==> src/rtl/button_conditioner.sv <==
// Push-button front end: synchronise, debounce, and emit level/press/release per button.
// Optional auto-repeat on masked buttons when BUTTON_CONDITIONER_AUTOREPEAT_EN is defined.
module button_conditioner #(
  parameter int              N_BTN           = 4,
  parameter int              SYNC_STAGES     = 2,
  parameter int              DEBOUNCE_CYCLES = 20000,
  parameter int              REPEAT_DELAY    = 50000,
  parameter int              REPEAT_PERIOD   = 10000,
  parameter logic [N_BTN-1:0] REPEAT_MASK    = 4'b1100
) (
  input  logic             clk,
  input  logic             reset,
  input  logic [N_BTN-1:0] btn_raw,
  output logic [N_BTN-1:0] btn_level,
  output logic [N_BTN-1:0] btn_pulse,
  output logic [N_BTN-1:0] btn_release
);

  localparam int              CNT_W    = $clog2(DEBOUNCE_CYCLES + 1);
  localparam logic [CNT_W-1:0] CNT_TERM = CNT_W'(DEBOUNCE_CYCLES);

  if (SYNC_STAGES < 2 || DEBOUNCE_CYCLES < 1 || REPEAT_DELAY < 1 || REPEAT_PERIOD < 1 ||
      $countones(REPEAT_MASK) > N_BTN) begin : g_param_check
    $error("button_conditioner: illegal parameter value");
  end

`ifdef BUTTON_CONDITIONER_AUTOREPEAT_EN
  typedef enum logic [1:0] {
    ST_IDLE   = 2'd0,
    ST_HELD   = 2'd1,
    ST_REPEAT = 2'd2
  } rep_state_e;

  localparam int               REP_MAX  = (REPEAT_DELAY > REPEAT_PERIOD) ? REPEAT_DELAY : REPEAT_PERIOD;
  localparam int               RCNT_W   = $clog2(REP_MAX + 1);
  localparam logic [RCNT_W-1:0] RDLY_TC = RCNT_W'(REPEAT_DELAY);
  localparam logic [RCNT_W-1:0] RPER_TC = RCNT_W'(REPEAT_PERIOD);
`endif

  for (genvar i = 0; i < N_BTN; i++) begin : g_btn
    logic [SYNC_STAGES-1:0] sync_q;
    logic [CNT_W-1:0]       cnt_q;
    logic                   stable_q;
    logic                   pulse_q;
    logic                   release_q;
    logic                   sync_out;
    logic                   accept;
    logic                   press;
    logic                   rel;

    assign sync_out = sync_q[SYNC_STAGES-1];
    // accept fires on the edge where the incremented count would hit the terminal value
    assign accept   = (sync_out != stable_q) && ((cnt_q + CNT_W'(1)) == CNT_TERM);
    assign press    = accept & sync_out;
    assign rel      = accept & ~sync_out;

    always_ff @(posedge clk or negedge reset) begin
      if (!reset) begin
        sync_q    <= '0;
        cnt_q     <= '0;
        stable_q  <= 1'b0;
        release_q <= 1'b0;
      end else begin
        sync_q    <= {sync_q[SYNC_STAGES-2:0], btn_raw[i]};
        release_q <= rel;
        if (sync_out == stable_q) begin
          cnt_q <= '0;
        end else if (accept) begin
          stable_q <= sync_out;
          cnt_q    <= '0;
        end else begin
          cnt_q <= cnt_q + CNT_W'(1);
        end
      end
    end

`ifdef BUTTON_CONDITIONER_AUTOREPEAT_EN
    if (REPEAT_MASK[i]) begin : g_rep
      rep_state_e        state_q;
      logic [RCNT_W-1:0] rcnt_q;

      always_ff @(posedge clk or negedge reset) begin
        if (!reset) begin
          state_q <= ST_IDLE;
          rcnt_q  <= '0;
          pulse_q <= 1'b0;
        end else begin
          pulse_q <= press;
          case (state_q)
            ST_IDLE: begin
              if (press) begin
                state_q <= ST_HELD;
                rcnt_q  <= '0;
              end
            end
            ST_HELD: begin
              if (rel) begin
                state_q <= ST_IDLE;
                rcnt_q  <= '0;
              end else if ((rcnt_q + RCNT_W'(1)) == RDLY_TC) begin
                pulse_q <= 1'b1;
                rcnt_q  <= '0;
                state_q <= ST_REPEAT;
              end else begin
                rcnt_q <= rcnt_q + RCNT_W'(1);
              end
            end
            ST_REPEAT: begin
              if (rel) begin
                state_q <= ST_IDLE;
                rcnt_q  <= '0;
              end else if ((rcnt_q + RCNT_W'(1)) == RPER_TC) begin
                pulse_q <= 1'b1;
                rcnt_q  <= '0;
              end else begin
                rcnt_q <= rcnt_q + RCNT_W'(1);
              end
            end
            default: begin
              state_q <= ST_IDLE;
              rcnt_q  <= '0;
            end
          endcase
        end
      end
    end else begin : g_norep
      always_ff @(posedge clk or negedge reset) begin
        if (!reset) pulse_q <= 1'b0;
        else        pulse_q <= press;
      end
    end
`else
    always_ff @(posedge clk or negedge reset) begin
      if (!reset) pulse_q <= 1'b0;
      else        pulse_q <= press;
    end
`endif

    assign btn_level[i]   = stable_q;
    assign btn_pulse[i]   = pulse_q;
    assign btn_release[i] = release_q;
  end

endmodule

==> config.mk <==
export PLATFORM = sky130hd
export DESIGN_NAME = button_conditioner
export DESIGN_NICKNAME = d
export VERILOG_FILES = /design/src/rtl/button_conditioner.sv
export SDC_FILE = /design/constraint.sdc
export NUM_CORES = 1
export LEC_CHECK = 0
export ABC_AREA = 1
export BUFFER_PORTS_ARGS = -buffer_cell sky130_fd_sc_hd__buf_2
export CAP_MARGIN = 20
export CELL_PAD_IN_SITES_DETAIL_PLACEMENT = 1
export CELL_PAD_IN_SITES_GLOBAL_PLACEMENT = 1
export CORE_ASPECT_RATIO = 0.7
export CORE_MARGIN = 5
export CORE_UTILIZATION = 46
export DETAILED_ROUTE_END_ITERATION = 8
export PLACE_DENSITY = 0.82
export SLEW_MARGIN = 20
export SYNTH_ARGS = -nofsm -noshare
export SYNTH_HDL_FRONTEND = slang
export SYNTH_SLANG_ARGS = --single-unit
==> constraint.sdc <==
create_clock -name clk -period 1.9 [get_ports clk]
set_input_delay 0.38 -clock clk [delete_from_list [all_inputs] [get_ports clk]]
set_output_delay 0.38 -clock clk [all_outputs]
set_load 0.01 [all_outputs]
==> impl_metrics.toml, run 1 <==
[floorplanning]
placementRows = 30
initial_core_util = 0.470
placeable_core_area_sq_um = 9650
die_width_microns = 129
chip_height_microns = 93.0
ios = 18
floorplan_die_area_sq_um = 12000

[routing]
remaining_drc_errors = 0
routed_wire_length_per_instance_microns = 16.6
vias = 4259
initial_drc_count = 195
viasPerCell = 5.31
drt-total-wl_mm = 13.3
drt_pre_antenna_iters = 7
detail_route_antenna_nets = 0

[logic_synthesis]
post_synth_mux_area_share = 0
synthCells = 627
xor_and_xnor_area_share_after_synthesis = 0.0133
postSynthAreaPerCell_sq_um = 7.23
netlist.area_leader.share = 0.442
synth.area.top_cells = "sky130_fd_sc_hd__dfrtp_1 (44%), sky130_fd_sc_hd__nand2_1 (15%), sky130_fd_sc_hd__nor2_1 (8.5%)"
mappedNetlistNets = 641
synth_seq_cells = 80
ys_types = 25
synth_compound_gate_area_share = 0.0246
synthDominantAreaCellType = "sky130_fd_sc_hd__dfrtp_1"
synth-seq-area-share = 0.442
synth.cell_area_sq_um = 4530
basic_gate_share_of_the_synthesized_area_counting_and_or_nand_and_nor_cells = 0.395
synth.yosys.warnings = 0
synth_top_family_by_area = "simple AND/OR/NAND/NOR gates"
synth-adder-area-share = 0.0221

[cells_and_area]
layout-area-overhead-vs-synth_pct = 23.9
fin_cells = 802
n_antenna_cell = 0
fin_nets = 683
utilization = 0.582
final_common_cell = "sky130_fd_sc_hd__nand2_1"
layout.filler_cells = 1204
layout_common_cells = "sky130_fd_sc_hd__nand2_1 (153), sky130_fd_sc_hd__inv_1 (95), sky130_fd_sc_hd__nor2_1 (78)"
drive_above_1_share = 0.248
stdcell_area_sq_um = 5620

[global_routing]
grt_usage = 0.212
first_global_vias = 4280
final_global_route_overflow_total = 0
pin_count_of_the_biggest_net_entering_global_routing = 34
first_pass_grt_wire_length_mm = 20.3
antenna_found_initial = 0

[power_and_ir_drop]
ir_worst_vdd_v = 0.000591
total_power_mw = 3.85
leakagePower_nw = 2.61
power_density_over_the_cells_nw_per_um2 = 685

[sta]
fmaxAchievable_mhz = 504
setup_ws_ns = -0.0824
clock-skew-final_ns = 0.00675
hold_violations = 0
max-slew-margin-rel = 0.731
worst_pin_slew_ns = 0.403
final_min_period_over_clock_period = 1.04
rsz_0062_raised_after_global_routing = "true"
finalMaxSlewViolations = 0
setup_viol = 3
fin_worst_hold_slack_ns = 0.142
totalNegativeSetupSlack_ns = -0.102
final_period_minus_worst_setup_slack_ns = 1.98

[critical_path]
endpoint_kind = "flip-flop"
delay_contributed_by_the_slowest_stage_of_the_critical_path_ns = 0.43
crit_buf_inv = 1
critPathSlowestCell = "sky130_fd_sc_hd__dfrtp_1"
worstPathArrival_ns = 2.26
critical_path_required_ns = 2.18
critPathMaxFanout = 7
path_delay_family = "simple AND/OR/NAND/NOR gates"
critical_path.cell_chain = "ha_4, nand2_4, nor2_4, nand2_2, nand2_2, nand3_1, nor2_2, nand4_1, nand2_1, nand2_1, inv_1"
cp_startpoint_kind = "flip-flop"
timing_worst_setup_path_type = "reg2reg"

[status]
run_status = "complete, but fails checks"
violations = "negative setup slack"

[cts]
clockBufferDepth = 2
cts_buffers = 9
cts.clk_slew.worst_paths_ns = 0.06
clk_lat_worst_skew_ns = 0.34
cts_tree = "yes"
cts_root_buffer = "sky130_fd_sc_hd__clkbuf_16"
clock_sink_count = 80
htree_levels = 3

[placement]
gp_congestion = 0.859
worst_case_setup_slack_after_placement_ns = -0.0909
placed_instances = 770
placement.io_buffers = 17
post-dp-hpwl_mm = 8.93
placed_instance_area_sq_um = 4780

[flow_run]
timing.max_cap.violations = 0

[worst_hold_path]
hold_path.class = "in2reg"
-- cells in the mapped netlist --
master and number:
sky130_fd_sc_hd__nand2_1 176, sky130_fd_sc_hd__inv_1 97, sky130_fd_sc_hd__a21oi_1 7, sky130_fd_sc_hd__xnor2_2 1, sky130_fd_sc_hd__nand3_2 5, sky130_fd_sc_hd__nor2_1 103, sky130_fd_sc_hd__nand3_1 59, sky130_fd_sc_hd__nand4_1 22
sky130_fd_sc_hd__o21ai_1 2, sky130_fd_sc_hd__nand3b_1 6, sky130_fd_sc_hd__nor3_1 8, sky130_fd_sc_hd__o21bai_4 1, sky130_fd_sc_hd__nand2_2 3, sky130_fd_sc_hd__clkbuf_1 1, sky130_fd_sc_hd__buf_4 12, sky130_fd_sc_hd__nand4_2 1
sky130_fd_sc_hd__xor2_1 5, sky130_fd_sc_hd__o21ai_0 5, sky130_fd_sc_hd__o21bai_1 3, sky130_fd_sc_hd__nor2_2 15, sky130_fd_sc_hd__inv_2 2, sky130_fd_sc_hd__nor2_4 4, sky130_fd_sc_hd__and2_1 1, sky130_fd_sc_hd__ha_1 8
sky130_fd_sc_hd__dfrtp_1 80
-- sequential cells by signal, summed over array words and instances, names as in the netlist --
signal	count
g_btn.sync_q	8
g_btn.stable_q	4
g_btn.cnt_q	60
g_btn.pulse_q	4
g_btn.release_q	4
-- metal layers --
layer  global-route usage  vias to the layer above  routed length (microns)
met4               0.0533                        0                      287
li1                     -                     2035                        -
met2                0.359                       71                     6640
met5                    0                        -                        0
met3               0.0382                       24                      481
met1                0.283                     2129                     5890
-- path summary, 6_finish.rpt --
| path | end | start | slack [ns] | cells after the start |
|---|---|---|---|---|
| min in group asynchronous | g_btn[0].cnt_q[13]$_DFF_PN0_ | reset | 0.48 | 2 |
| min | g_btn[0].sync_q[0]$_DFF_PN0_ | btn_raw[0] | 0.14 | 1 |
| max in group asynchronous | g_btn[3].cnt_q[7]$_DFF_PN0_ | reset | 0.91 | 3 |
| min reg2reg | g_btn[0].sync_q[1]$_DFF_PN0_ | g_btn[0].sync_q[0]$_DFF_PN0_ | 0.35 | 0 |
| max | g_btn[1].stable_q$_DFFE_PN0P_ | g_btn[1].cnt_q[0]$_DFF_PN0_ | -0.08 | 11 |
| max reg2reg | g_btn[1].stable_q$_DFFE_PN0P_ | g_btn[1].cnt_q[0]$_DFF_PN0_ | -0.08 | 11 |
-- cell type report --
type / count / area [sq um] / area share
well taps: 128 / 160 / 0.0285
clock inverters: 7 / 96.3 / 0.0172
repair buffers: 43 / 298 / 0.0530
clock buffers: 9 / 225 / 0.0401
flip-flops and latches: 80 / 2010 / 0.358
inverters: 99 / 372 / 0.0662
multi-input cells: 436 / 2450 / 0.437
-- kinds of logic after synthesis --
| family | Yosys count |
|---|---|
| buffers and inverters | 112 |
| AOI/OAI and AO/OA | 18 |
| DFF | 80 |
| adders and majority gates | 8 |
| and+or+nand+nor | 403 |
| xor gates and xnor gates | 6 |
-- timing repair --
item	CTS	global route
resized for setup	13	94
hold endpoints to repair	20	0
setup endpoints to repair	26	35
hold buffers	1	0
setup buffers	0	14
gates cloned	1	0
pin swaps	4	40
-- power breakdown --
group / switching, mW / internal [mW]
clock network: 0.718 / 1.15
registers: 0.0353 / 1.73
logic: 0.138 / 0.0738
(Power assumes the default switching activity.)
==> run 2, diff against run 1 <==
--- a/config.mk
+++ b/config.mk
@@ -14,7 +14,7 @@
 export CORE_MARGIN = 5
 export CORE_UTILIZATION = 46
 export DETAILED_ROUTE_END_ITERATION = 8
-export PLACE_DENSITY = 0.82
+export PLACE_DENSITY_LB_ADDON = 0.15
 export SLEW_MARGIN = 20
 export SYNTH_ARGS = -nofsm -noshare
 export SYNTH_HDL_FRONTEND = slang
==> impl_metrics.toml, run 2 (synthesized netlist as in run 1, its figures left out) <==
[critical_path]
cp_startpoint_kind = "flip-flop"
timing_worst_setup_path_type = "reg2reg"
endpoint_kind = "flip-flop"
critPathMaxFanout = 4
critical_path_required_ns = 2.19
worstPathArrival_ns = 2.26

[routing]
viasPerCell = 5.56
remaining_drc_errors = 0
detail_route_antenna_nets = 0
vias = 4533
routed_wire_length_per_instance_microns = 19.1
routed-wl-met2_mm = 7.89
top_layer_used = "met4"
drt-total-wl_mm = 15.6
drt_pre_antenna_iters = 4
met3WireLength_microns = 683
initial_drc_count = 292
wl_met1_mm = 6.54

[cells_and_area]
n_antenna_cell = 0
stdcell_area_sq_um = 5810
drive_above_1_share = 0.295
multi_input_logic_area_sq_um = 2580
layout-area-overhead-vs-synth_pct = 28.1
layout.filler_cells = 1204
fin_nets = 698
utilization = 0.602
sequential_cell_area_sq_um = 2010
layout_common_cells = "sky130_fd_sc_hd__nand2_1 (143), sky130_fd_sc_hd__inv_1 (94), sky130_fd_sc_hd__nor2_1 (75)"
regMostFlops = "g_btn.cnt_q"
final_common_cell = "sky130_fd_sc_hd__nand2_1"
reg_top3 = "g_btn.cnt_q (60), g_btn.sync_q (8)"
largest_register_ffs = 60

[flow_run]
timing.max_cap.violations = 0

[floorplanning]
ios = 18
placeable_core_area_sq_um = 9650
floorplan_die_area_sq_um = 12000
chip_height_microns = 93.0
initial_core_util = 0.470
die_width_microns = 129
placementRows = 30

[global_routing]
grt_usage = 0.228
first_pass_grt_wire_length_mm = 21.5
first_global_vias = 4429
antenna_found_initial = 0
pin_count_of_the_biggest_net_entering_global_routing = 31
final_global_route_overflow_total = 0

[cts]
cts.clk_slew.worst_paths_ns = 0.06
cts_buffers = 9
cts_root_buffer = "sky130_fd_sc_hd__clkbuf_16"
clockBufferDepth = 2
cts_tree = "yes"
clock_sink_count = 80
clk_lat_worst_skew_ns = 0.35
htree_levels = 3

[status]
violations = "negative setup slack"
run_status = "complete, but fails checks"

[placement]
gp_congestion = 0.847
placement.io_buffers = 17
post-dp-hpwl_mm = 9.35
placed_instance_area_sq_um = 4800

[sta]
clock-skew-final_ns = 0.0107
worst_pin_slew_ns = 0.425
max-slew-margin-rel = 0.716
final_period_minus_worst_setup_slack_ns = 1.97
final_min_period_over_clock_period = 1.04
setup_ws_ns = -0.0724
fmaxAchievable_mhz = 507
rsz_0062_raised_after_global_routing = "true"
setup_viol = 22
hold_violations = 0
totalNegativeSetupSlack_ns = -0.680
finalMaxSlewViolations = 0

[power_and_ir_drop]
power_density_over_the_cells_nw_per_um2 = 623
ir_worst_vdd_v = 0.000553
leakagePower_nw = 2.70
total_power_mw = 3.62

[worst_hold_path]
hold_path.class = "in2reg"
==> run 2: area by class of cell <==
type | instances | share of cell area
multi-input combinational | 436 | 0.445
sequential | 80 | 0.347
timing repair buffer | 58 | 0.0726
inverter | 99 | 0.0640
clock buffer | 13 | 0.0431
tap | 128 | 0.0276
clock inverter | 1 | 0.000862
==> run 2: worst paths after layout <==
| kind | from | to | slack [ns] | cells past startpoint |
|---|---|---|---|---|
| max | g_btn[1].cnt_q[1]$_DFF_PN0_ | g_btn[1].stable_q$_DFFE_PN0P_ | -0.07 | 12 |
| min | btn_raw[3] | g_btn[3].sync_q[0]$_DFF_PN0_ | 0.14 | 1 |
| max reg2reg | g_btn[1].cnt_q[1]$_DFF_PN0_ | g_btn[1].stable_q$_DFFE_PN0P_ | -0.07 | 12 |
| min reg2reg | g_btn[1].sync_q[0]$_DFF_PN0_ | g_btn[1].sync_q[1]$_DFF_PN0_ | 0.36 | 0 |
| max in group asynchronous | reset | g_btn[2].cnt_q[3]$_DFF_PN0_ | 0.85 | 3 |
| min in group asynchronous | reset | g_btn[0].cnt_q[6]$_DFF_PN0_ | 0.50 | 2 |
==> run 2: power by group <==
| part | switching (mW) | total, mW | internal (mW) |
|---|---|---|---|
| clock network | 0.697 | 1.60 | 0.906 |
| logic | 0.150 | 0.238 | 0.0874 |
| registers | 0.0418 | 1.78 | 1.73 |
| total | 0.889 | 3.62 | 2.73 |
==> run 2: layer usage <==
| metal | GRT usage | vias to the layer above |
|---|---|---|
| li1 | - | 2063 |
| met3 | 0.0594 | 41 |
| met2 | 0.386 | 117 |
| met5 | 0 | - |
| met1 | 0.294 | 2312 |
| met4 | 0.0507 | 0 |
==> run 2: critical path, stage by stage (launching register included) <==
cell and delay, ns:
sky130_fd_sc_hd__dfrtp_1 0.43, sky130_fd_sc_hd__buf_6 0.15, sky130_fd_sc_hd__buf_4 0.11, sky130_fd_sc_hd__ha_1 0.17, sky130_fd_sc_hd__nand3_1 0.10, sky130_fd_sc_hd__nor2_1 0.16, sky130_fd_sc_hd__nand3_2 0.10, sky130_fd_sc_hd__nor2_4 0.16
sky130_fd_sc_hd__buf_4 0.14, sky130_fd_sc_hd__nand4_4 0.14, sky130_fd_sc_hd__nand2_1 0.13, sky130_fd_sc_hd__nand2_1 0.06, sky130_fd_sc_hd__inv_1 0.05
==> run 2: per-stage QoR <==
| step | setup WS [ns] | instances | hold slack (ns) |
|---|---|---|---|
| after CTS | 0.00367 | 792 | 0.133 |
| after global placement | 0.0131 | 773 | 0.318 |
| after global routing | -0.165 | 815 | 0.130 |
| after detailed placement | -0.116 | 773 | 0.323 |
| final | -0.0724 | 815 | 0.135 |
| after floorplan | 0.242 | 627 | 0.0844 |
==> run 2: what timing repair did <==
| item | in CTS | in global routing |
|---|---|---|
| endpoints found under the hold margin | 23 | 0 |
| setup endpoints to repair | 32 | 38 |
| cloned | 0 | 1 |
| setup buffers | 4 | 22 |
| gates resized for setup | 21 | 121 |
| hold buffers | 1 | 0 |
| pin swaps | 6 | 52 |
